===== src/rtl/spram_bus_ctrl_if.sv =====
// CPU-side valid/ready memory bus toward the SPRAM controller.
interface spram_bus_ctrl_if;
  logic        mem_valid;
  logic        mem_ready;
  logic [15:0] mem_addr;
  logic [31:0] mem_wdata;
  logic [3:0]  mem_wstrb;
  logic [31:0] mem_rdata;

  modport master (
    output mem_valid,
    output mem_addr,
    output mem_wdata,
    output mem_wstrb,
    input  mem_ready,
    input  mem_rdata
  );

  modport slave (
    input  mem_valid,
    input  mem_addr,
    input  mem_wdata,
    input  mem_wstrb,
    output mem_ready,
    output mem_rdata
  );
endinterface


===== src/rtl/spram_bus_ctrl.sv =====
// Bridges a 32-bit valid/ready bus onto two 16-bit SB_SPRAM256KA macros (lo/hi halves),
// handling byte strobes, the registered read latency and SLEEP power sequencing.
module spram_bus_ctrl #(
  parameter int unsigned WAKE_CYCLES = 4
) (
  input  logic            clk,
  input  logic            resetn,
  spram_bus_ctrl_if.slave bus,
  input  logic            sleep_req,
  output logic            sleep_ack,
  output logic [13:0]     spram_addr,
  output logic [31:0]     spram_din,
  output logic [7:0]      spram_maskwren,
  output logic            spram_wren,
  output logic            spram_cs,
  output logic            spram_standby,
  output logic            spram_sleep,
  output logic            spram_poweroff,
  input  logic [31:0]     spram_dout
);

  localparam int unsigned CntW = (WAKE_CYCLES > 0) ? $clog2(WAKE_CYCLES + 1) : 1;
  localparam logic [CntW-1:0] WakeLoad = CntW'(WAKE_CYCLES);

  typedef enum logic [2:0] {
    StIdle,
    StRdWait,
    StRdCap,
    StDone,
    StSleep,
    StWake
  } state_e;

  state_e          state_q, state_d;
  logic            ready_q, ready_d;
  logic [31:0]     rdata_q, rdata_d;
  logic            ack_q, ack_d;
  logic [13:0]     addr_q, addr_d;
  logic [31:0]     din_q, din_d;
  logic [7:0]      mask_q, mask_d;
  logic            wren_q, wren_d;
  logic            cs_q, cs_d;
  logic            sleep_q, sleep_d;
  logic [CntW-1:0] cnt_q, cnt_d;

  // Byte lanes [1:0] of the address select nothing: the SPRAM pair is word-wide.
  logic unused_addr_bits;
  assign unused_addr_bits = ^bus.mem_addr[1:0];

  // Next-state and next-output decode for the access / power FSM.
  always_comb begin
    state_d = state_q;
    ready_d = ready_q;
    rdata_d = rdata_q;
    ack_d   = ack_q;
    addr_d  = addr_q;
    din_d   = din_q;
    mask_d  = mask_q;
    wren_d  = wren_q;
    cs_d    = cs_q;
    sleep_d = sleep_q;
    cnt_d   = cnt_q;
    unique case (state_q)
      StIdle: begin
        // A pending access wins over a sleep request.
        if (bus.mem_valid) begin
          cs_d   = 1'b1;
          addr_d = bus.mem_addr[15:2];
          wren_d = |bus.mem_wstrb;
          if (|bus.mem_wstrb) begin
            // SPRAM commits on the next edge, so the bus can be released right away.
            din_d   = bus.mem_wdata;
            mask_d  = {{2{bus.mem_wstrb[3]}}, {2{bus.mem_wstrb[2]}},
                       {2{bus.mem_wstrb[1]}}, {2{bus.mem_wstrb[0]}}};
            ready_d = 1'b1;
            state_d = StDone;
          end else begin
            mask_d  = '0;
            state_d = StRdWait;
          end
        end else if (sleep_req) begin
          sleep_d = 1'b1;
          ack_d   = 1'b1;
          state_d = StSleep;
        end
      end
      StRdWait: begin
        cs_d    = 1'b0;
        state_d = StRdCap;
      end
      StRdCap: begin
        rdata_d = spram_dout;
        ready_d = 1'b1;
        state_d = StDone;
      end
      StDone: begin
        cs_d    = 1'b0;
        wren_d  = 1'b0;
        mask_d  = '0;
        ready_d = 1'b0;
        state_d = StIdle;
      end
      StSleep: begin
        cs_d = 1'b0;
        if (!sleep_req) begin
          sleep_d = 1'b0;
          if (WAKE_CYCLES == 0) begin
            ack_d   = 1'b0;
            state_d = StIdle;
          end else begin
            cnt_d   = WakeLoad;
            state_d = StWake;
          end
        end
      end
      StWake: begin
        if (cnt_q == '0) begin
          ack_d   = 1'b0;
          state_d = StIdle;
        end else begin
          cnt_d = cnt_q - 1'b1;
        end
      end
      default: state_d = StIdle;
    endcase
  end

  // State and registered outputs; reset forces CS low asynchronously, aborting any access.
  always_ff @(posedge clk or negedge resetn) begin
    if (!resetn) begin
      state_q <= StIdle;
      ready_q <= 1'b0;
      rdata_q <= '0;
      ack_q   <= 1'b0;
      addr_q  <= '0;
      din_q   <= '0;
      mask_q  <= '0;
      wren_q  <= 1'b0;
      cs_q    <= 1'b0;
      sleep_q <= 1'b0;
      cnt_q   <= '0;
    end else begin
      state_q <= state_d;
      ready_q <= ready_d;
      rdata_q <= rdata_d;
      ack_q   <= ack_d;
      addr_q  <= addr_d;
      din_q   <= din_d;
      mask_q  <= mask_d;
      wren_q  <= wren_d;
      cs_q    <= cs_d;
      sleep_q <= sleep_d;
      cnt_q   <= cnt_d;
    end
  end

  assign bus.mem_ready   = ready_q;
  assign bus.mem_rdata   = rdata_q;
  assign sleep_ack       = ack_q;
  assign spram_addr      = addr_q;
  assign spram_din       = din_q;
  assign spram_maskwren  = mask_q;
  assign spram_wren      = wren_q;
  assign spram_cs        = cs_q;
  assign spram_sleep     = sleep_q;
  assign spram_standby   = 1'b0;
  assign spram_poweroff  = 1'b1;

endmodule


===== src/flat_wrapper.sv =====
// flat-port wrapper written by rule: the top's interface ports become plain ports
module spram_bus_ctrl_flat 
#(
  parameter int unsigned WAKE_CYCLES = 4
)
  (clk, resetn, sleep_req, sleep_ack, spram_addr, spram_din, spram_maskwren, spram_wren, spram_cs, spram_standby, spram_sleep, spram_poweroff, spram_dout, bus_mem_valid, bus_mem_addr, bus_mem_wdata, bus_mem_wstrb, bus_mem_ready, bus_mem_rdata);
  spram_bus_ctrl_if bus_i ();
  input  logic clk;
  input  logic resetn;
  input  logic sleep_req;
  output logic sleep_ack;
  output logic [13:0] spram_addr;
  output logic [31:0] spram_din;
  output logic [7:0] spram_maskwren;
  output logic spram_wren;
  output logic spram_cs;
  output logic spram_standby;
  output logic spram_sleep;
  output logic spram_poweroff;
  input  logic [31:0] spram_dout;
  input wire logic [$bits(bus_i.mem_valid)-1:0] bus_mem_valid;
  input wire logic [$bits(bus_i.mem_addr)-1:0] bus_mem_addr;
  input wire logic [$bits(bus_i.mem_wdata)-1:0] bus_mem_wdata;
  input wire logic [$bits(bus_i.mem_wstrb)-1:0] bus_mem_wstrb;
  output wire logic [$bits(bus_i.mem_ready)-1:0] bus_mem_ready;
  output wire logic [$bits(bus_i.mem_rdata)-1:0] bus_mem_rdata;
  assign bus_i.mem_valid = bus_mem_valid;
  assign bus_i.mem_addr = bus_mem_addr;
  assign bus_i.mem_wdata = bus_mem_wdata;
  assign bus_i.mem_wstrb = bus_mem_wstrb;
  assign bus_mem_ready = bus_i.mem_ready;
  assign bus_mem_rdata = bus_i.mem_rdata;
  spram_bus_ctrl #(.WAKE_CYCLES(WAKE_CYCLES)) u_core (.clk(clk), .resetn(resetn), .bus(bus_i), .sleep_req(sleep_req), .sleep_ack(sleep_ack), .spram_addr(spram_addr), .spram_din(spram_din), .spram_maskwren(spram_maskwren), .spram_wren(spram_wren), .spram_cs(spram_cs), .spram_standby(spram_standby), .spram_sleep(spram_sleep), .spram_poweroff(spram_poweroff), .spram_dout(spram_dout));
endmodule

===== config.mk =====
export PLATFORM = sky130hd
export DESIGN_NAME = spram_bus_ctrl_flat
export DESIGN_NICKNAME = d
export VERILOG_FILES = /design/src/rtl/spram_bus_ctrl_if.sv /design/src/rtl/spram_bus_ctrl.sv /design/src/flat_wrapper.sv
export SDC_FILE = /design/constraint.sdc
export NUM_CORES = 1
export LEC_CHECK = 0
export CAP_MARGIN = 20
export CORE_MARGIN = 2
export CORE_UTILIZATION = 37
export CTS_CLUSTER_SIZE = 10
export DETAILED_ROUTE_END_ITERATION = 6
export PLACE_DENSITY = 0.76
export SLEW_MARGIN = 20
export SYNTH_ARGS = -nofsm -noshare
export SYNTH_HDL_FRONTEND = slang
export SYNTH_SLANG_ARGS = --single-unit

===== constraint.sdc =====
create_clock -name clk -period 1.8 [get_ports clk]
set_input_delay 0.36 -clock clk [delete_from_list [all_inputs] [get_ports clk]]
set_output_delay 0.36 -clock clk [all_outputs]
set_load 0.05 [all_outputs]

==> results of run 1 <==
-- final cells by class --
cell class | instances | area [µm²] | share of cell area
repair buffers | 191 | 1690 | 0.291
clock buffers | 13 | 159 | 0.0274
multi-input cells | 134 | 1390 | 0.239
inverters | 6 | 22.5 | 0.00388
clock inverters | 3 | 43.8 | 0.00755
flip-flops and latches | 93 | 2330 | 0.401
well taps | 136 | 170 | 0.0293
-- path summary, 6_finish.rpt --
| check | start | endpoint | slack (ns) | cells after the start |
|---|---|---|---|---|
| max | bus_mem_wstrb[0] | u_core.spram_din[31] | 0.04 | 5 |
| min reg2reg | u_core.bus.mem_rdata[24] | u_core.bus.mem_rdata[24] | 0.49 | 1 |
| min | resetn | u_core.bus.mem_rdata[11] | 0.48 | 2 |
| min in group clk | u_core.bus.mem_rdata[24] | u_core.bus.mem_rdata[24] | 0.49 | 1 |
| max in group asynchronous | resetn | u_core.bus.mem_rdata[29] | 0.72 | 3 |
| max reg2reg | u_core.state_q[1] | u_core.spram_din[4] | 0.16 | 4 |
-- per-stage QoR --
stage	utilization	TNS [ns]	setup slack, ns
finish	0.564	0	0.0411
global route	0.564	0	0.0365
CTS	0.564	0	0.00837
detailed placement	0.543	-12.86	-0.389
global placement	0.543	-12.80	-0.364
floorplan	-	0	0.0485
-- worst max-delay path, cell delays in order --
cell and delay (ns):
sky130_fd_sc_hd__clkdlybuf4s50_1 0.42, sky130_fd_sc_hd__or4_4 0.55, sky130_fd_sc_hd__and2_4 0.17, sky130_fd_sc_hd__buf_12 0.17, sky130_fd_sc_hd__mux2_4 0.31
-- state kept, by name (all words and copies together) (netlist names) --
name and cells:
u_core.bus.mem_rdata 32, u_core.spram_din 32, u_core.spram_addr 14, u_core.spram_maskwren 4, u_core.cnt_q 3, u_core.state_q 3
u_core.bus.mem_ready 1, u_core.sleep_ack 1, u_core.spram_cs 1, u_core.spram_sleep 1, u_core.spram_wren 1
-- timing repair --
action,in CTS,in global routing
hold endpoints to repair,27,0
gates resized for setup,1,1
setup endpoints to repair,2,20
hold buffers,1,0
pin swaps,0,0
-- logic make-up (layout without fill, tap and decap cells) --
group	Yosys count	in the layout
fa+ha+maj	2	2
simple gates	19	19
compound gates	31	31
flops	93	93
buf+inv	26	213
mux	79	79
xor+xnor	1	1
other cells	2	2
-- synthesized netlist by cell type (4+ instances only) --
master / number / share of area
sky130_fd_sc_hd__o21ai_0: 7 / 0.0090
sky130_fd_sc_hd__dfrtp_1: 93 / 0.60
sky130_fd_sc_hd__inv_1: 6 / 0.0058
sky130_fd_sc_hd__mux2_4: 28 / 0.11
sky130_fd_sc_hd__mux2_1: 6 / 0.017
sky130_fd_sc_hd__o2bb2ai_1: 5 / 0.011
sky130_fd_sc_hd__nor2_1: 4 / 0.0039
sky130_fd_sc_hd__buf_2: 7 / 0.0090
sky130_fd_sc_hd__a21oi_1: 5 / 0.0064
sky130_fd_sc_hd__a22oi_1: 5 / 0.0096
sky130_fd_sc_hd__mux2_2: 44 / 0.13
sky130_fd_sc_hd__buf_4: 6 / 0.012
-- layer usage --
| layer | GRT usage | vias to the layer above |
|---|---|---|
| met1 | 0.212 | 1315 |
| met3 | 0.0362 | 19 |
| met4 | 0.0733 | 0 |
| li1 | - | 1254 |
| met2 | 0.262 | 110 |
| met5 | 0 | - |
==> reports/qor.yml, run 1 <==
sta:
  finalSetupViolCount: 0
  rsz0062_at_grt: "no"
  slew_viol_final: 0
  post_route_hold_slack_ns: 0.483
  layout_worst_path_cycle_share: 0.977
  hold_violations: 0
  fmaxAchievable_ghz: 0.569
  clock_skew_ns: 0.00930
  time_the_worst_path_needs_with_i_o_delays_and_setup_ns: 1.76
clock_network:
  clockRootBuffer: "sky130_fd_sc_hd__clkbuf_8"
  postCtsSetupBuffers: 0
  cts-buffers-inserted: 9
  clock_tree.buffer_depth: 2
  clkSinkCount: 93
  cts_tree: "built"
  clk_transition_reported_paths_ns: 0.08
  clock_insertion_delay_worst_skew_ns: 0.34
  cts.htree.levels: 3
synth:
  post_synth_edffs: 0
  synth_compound_gate_area_share: 0.0540
  synthesis.instances: 253
  avg_inst_size_synth_um2: 15.4
  synth_sequential_area_ratio: 0.598
  synth_fa_ha_area_frac: 0.00643
  asyncSetResetFlopFracSynth: 1.00
  synthXorXnorAreaFrac: 0.00225
  synth.net_count: 343
  ys_types: 39
  synth_top_flop_cell: "sky130_fd_sc_hd__dfrtp_1"
  main_combinational_cell_family_by_area_after_synthesis: "multiplexers"
  ys_seq_elements: 93
  ys_warn_count: 0
  synth_area_in_simple_gates: 0.0344
  post_synth_instance_area_um2: 3890
  synth.area.mux_share: 0.255
placed_design:
  input_output_buffers: 176
  hpwl_mm: 6.92
  finalWeightedCongestion: 0.754
  place.detailed.instances: 559
  placed_area_um2: 5580
route:
  postRouteWirelength_mm: 9.12
  avgViaCountPerCell: 4.68
  remaining_drc_errors: 0
  drt_iter0_drc: 80
  antenna_violating_nets_left: 0
  wl_met3_um: 562
  drt-met1-wl_mm: 4.02
  total_number_of_vias: 2698
  avgRoutedWirePerCell_um: 15.8
  dr.max_layer_used: "met4"
  detail_route.first_pass.iterations: 6
  met2WireLength_mm: 4.32
floorplanning:
  ios: 181
  initial_core_util: 0.379
  coreArea_um2: 10300
  die_x_um: 107
  die_area_um2: 11400
  num_rows: 37
  die_h_um: 107
setup_path:
  timing.critical_path.required_ns: 2.03
  crit_arrival_ns: 1.99
  timing.critical_path.from_type: "primary input"
  crit_path_max_fanout: 23
  critPathKind: "primary input to flop"
  endpoint_kind: "flop"
global_route:
  grt_pass1_vias: 2839
  grt-ovfl-total: 0
  grt_antenna_before_repair: 0
  grt_pass1_wl_mm: 14.5
  grt_start_max_net_pins: 49
  grt_usage: 0.163
layout:
  layout-drive-gt1-share: 0.445
  layout.cells.most_common: "sky130_fd_sc_hd__buf_4"
  final_nets: 525
  synthesis_to_finish_area_growth_pct: 49.0
  layout.cells.most_common_list: "sky130_fd_sc_hd__buf_4 (102), sky130_fd_sc_hd__dfrtp_1 (93), sky130_fd_sc_hd__clkdlybuf4s50_1 (84)"
  fin_cells: 576
  design_area_um2: 5800
  num_antenna_cells: 0
  filler_cell_count: 873
outcome:
  outcome: "finished clean"
hold_path:
  min-delay-path-class: "primary input to async pin"
flow_run:
  maxCapViolations: 0
Power of run 1 is left out: the tool's default activity adds up to more than one toggle a clock period on the data nets, which glitch-free logic cannot reach.
==> inputs of run 2 (changes only) <==
--- a/config.mk
+++ b/config.mk
@@ -7,10 +7,9 @@
 export LEC_CHECK = 0
 export CAP_MARGIN = 20
 export CORE_MARGIN = 2
-export CORE_UTILIZATION = 37
+export CORE_UTILIZATION = 30
 export CTS_CLUSTER_SIZE = 10
 export DETAILED_ROUTE_END_ITERATION = 6
-export PLACE_DENSITY = 0.76
 export SLEW_MARGIN = 20
 export SYNTH_ARGS = -nofsm -noshare
 export SYNTH_HDL_FRONTEND = slang
==> run 2 against run 1 <==
Compared with the run above:
- die area is 22% higher
- critical path depth unchanged
- design area up 1.9%
- clock skew decreased by 0.0027 ns
- wire length rose by 1.0%
- highest routed layer unchanged
- clock-buffer cell count decreased by 1
- critical path type unchanged
- sequential cell count unchanged
- sequential share of layout area shrank 0.75 points
- via count increased by 0.44%
- first-iteration DRC count is the same
- non-clock buffer count fell by 1
==> reports/qor.yml, run 2 (same netlist as run 1, synthesis figures left out) <==
placed_design:
  placed_area_um2: 5630  # +0.90%
  place.detailed.instances: 594  # +6.3%
  hpwl_mm: 6.92  # about the same
  finalWeightedCongestion: 0.744  # -1.2%
  post-place-ws_ns: -0.365  # +0.0238 ns
  input_output_buffers: 176  # unchanged
floorplanning:
  die_x_um: 118  # +11%
  die_area_um2: 13900  # +22%
  initial_core_util: 0.308  # -0.0703
  num_rows: 41  # +11%
  die_h_um: 118  # +11%
  ios: 181  # unchanged
  coreArea_um2: 12600  # +23%
layout:
  multi_input_gate_area_in_the_final_layout_um2: 1390  # unchanged
  fin_cells: 609  # +5.7%
  synthesis_to_finish_area_growth_pct: 51.8
  layout.cells.most_common: "sky130_fd_sc_hd__buf_4"
  filler_cell_count: 1178  # +35%
  finish.utilization: 0.468  # -0.0960
  final_nets: 524  # -0.19%
  layout-drive-gt1-share: 0.444  # -0.00152
  num_antenna_cells: 0  # unchanged
  design_area_um2: 5910  # +1.9%
  layout.cells.most_common_list: "sky130_fd_sc_hd__buf_4 (101), sky130_fd_sc_hd__dfrtp_1 (93), sky130_fd_sc_hd__clkdlybuf4s50_1 (84)"
  area_used_by_sequential_logic_in_the_layout_um2: 2330  # unchanged
clock_network:
  clkSinkCount: 93  # unchanged
  cts_tree: "built"
  clk_transition_reported_paths_ns: 0.06  # -0.02 ns
  postCtsSetupBuffers: 0  # unchanged
  clock_tree.buffer_depth: 2  # unchanged
  clockRootBuffer: "sky130_fd_sc_hd__clkbuf_16"
  clock_insertion_delay_worst_skew_ns: 0.34  # about the same
  cts-buffers-inserted: 9  # unchanged
  cts.htree.levels: 3  # unchanged
sta:
  slew_viol_final: 0  # unchanged
  fmaxAchievable_ghz: 0.571  # +0.44%
  time_the_worst_path_needs_with_i_o_delays_and_setup_ns: 1.75  # -0.00767 ns
  rsz0062_at_grt: "no"
  finalWorstSetupSlack_ns: 0.0488  # +0.00767 ns
  clock_skew_ns: 0.00663  # -0.00267 ns
  finalSetupViolCount: 0  # unchanged
  layout_worst_path_cycle_share: 0.973  # -0.00426
  hold_violations: 0  # unchanged
route:
  met2WireLength_mm: 4.64  # +7.6%
  antenna_violating_nets_left: 0  # unchanged
  drt_iter0_drc: 80  # unchanged
  avgViaCountPerCell: 4.45  # -5.0%
  total_number_of_vias: 2710  # +0.44%
  postRouteWirelength_mm: 9.22  # +1.0%
  drt-met1-wl_mm: 3.97  # -1.4%
  dr.max_layer_used: "met4"
  avgRoutedWirePerCell_um: 15.1  # -4.5%
  remaining_drc_errors: 0  # unchanged
  wl_met3_um: 457  # -19%
  detail_route.first_pass.iterations: 4  # -2
hold_path:
  min-delay-path-class: "primary input to async pin"
setup_path:
  slowest_cell_on_crit_path: "sky130_fd_sc_hd__or4_4"
  crit_path_cell_trace: "clkdlybuf4s50_1 > or4_4 > and2_4 > buf_12 > mux2_4"
  r2r.worst_path.cells: 5  # +1
  crit_arrival_ns: 1.97  # -0.02 ns
  critPathKind: "primary input to flop"
  r2r_end: "u_core.bus.mem_rdata[11]"
  r2r-start: "u_core.state_q[1]"
  endpoint_kind: "flop"
  setup.reg_to_reg.worst_slack_ns: 0.09  # -0.07 ns
  crit_path_max_fanout: 19  # -17%
  timing.critical_path.required_ns: 2.02  # about the same
  timing.critical_path.from_type: "primary input"
  max_stage_delay_ns: 0.54  # about the same
global_route:
  grt_antenna_before_repair: 0  # unchanged
  grt-ovfl-total: 0  # unchanged
  grt_pass1_wl_mm: 14.9  # +2.6%
  grt_pass1_vias: 2800  # -1.4%
  grt_start_max_net_pins: 36  # -27%
  grt_usage: 0.136  # -0.0274
outcome:
  outcome: "finished clean"
flow_run:
  maxCapViolations: 0  # unchanged
## run 2: worst max path at each step
| stage | start | endpoint | slack [ns] | cells after the start |
|---|---|---|---|---|
| global route | u_core.state_q[1] | u_core.bus.mem_rdata[5] | 0.005 | 5 |
| finish | bus_mem_wstrb[0] | u_core.spram_din[10] | 0.05 | 5 |
| detailed placement | bus_mem_wstrb[0] | u_core.spram_din[12] | -0.36 | 5 |
| global placement | bus_mem_wstrb[0] | u_core.spram_din[12] | -0.36 | 5 |
| floorplan | u_core.state_q[1] | u_core.spram_din[10] | 0.05 | 6 |
| CTS | bus_mem_wstrb[0] | u_core.spram_din[13] | 0.005 | 5 |
## run 2: layout make-up
cell class / count / share of cell area
clock buffers: 12 / 0.0434
inverters: 6 / 0.00381
flip-flops and latches: 93 / 0.394
multi-input cells: 134 / 0.235
repair buffers: 190 / 0.286
clock inverters: 2 / 0.00169
well taps: 172 / 0.0364
## run 2: per-stage QoR
| stage | TNS (ns) | hold slack, ns |
|---|---|---|
| 2_1_floorplan | 0 | 0.0644 |
| 3_3_place_gp | -12.46 | 0.188 |
| 3_5_place_dp | -12.73 | 0.189 |
| 4_1_cts | 0 | 0.365 |
| 5_1_grt | 0 | 0.379 |
| 6_report | 0 | 0.381 |
## run 2: per-layer routing
layer  vias to the layer above  global-route usage
met1                      1360               0.166
met2                        89               0.228
met4                         0              0.0610
li1                       1251                   -
met5                         -                   0
met3                        10              0.0320
## run 2: timing repair
action	in CTS	in global routing
hold buffers	1	0
gates resized for setup	0	1
hold endpoints to repair	5	0
endpoints found under the setup margin	0	30
## run 2: worst max-delay path: cells and delay by family
| kind | cells | cell delay (ns) |
|---|---|---|
| simple gates | 2 | 0.72 |
| buf+inv | 2 | 0.57 |
| mux | 1 | 0.30 |
Power of run 2 is left out for the same reason.
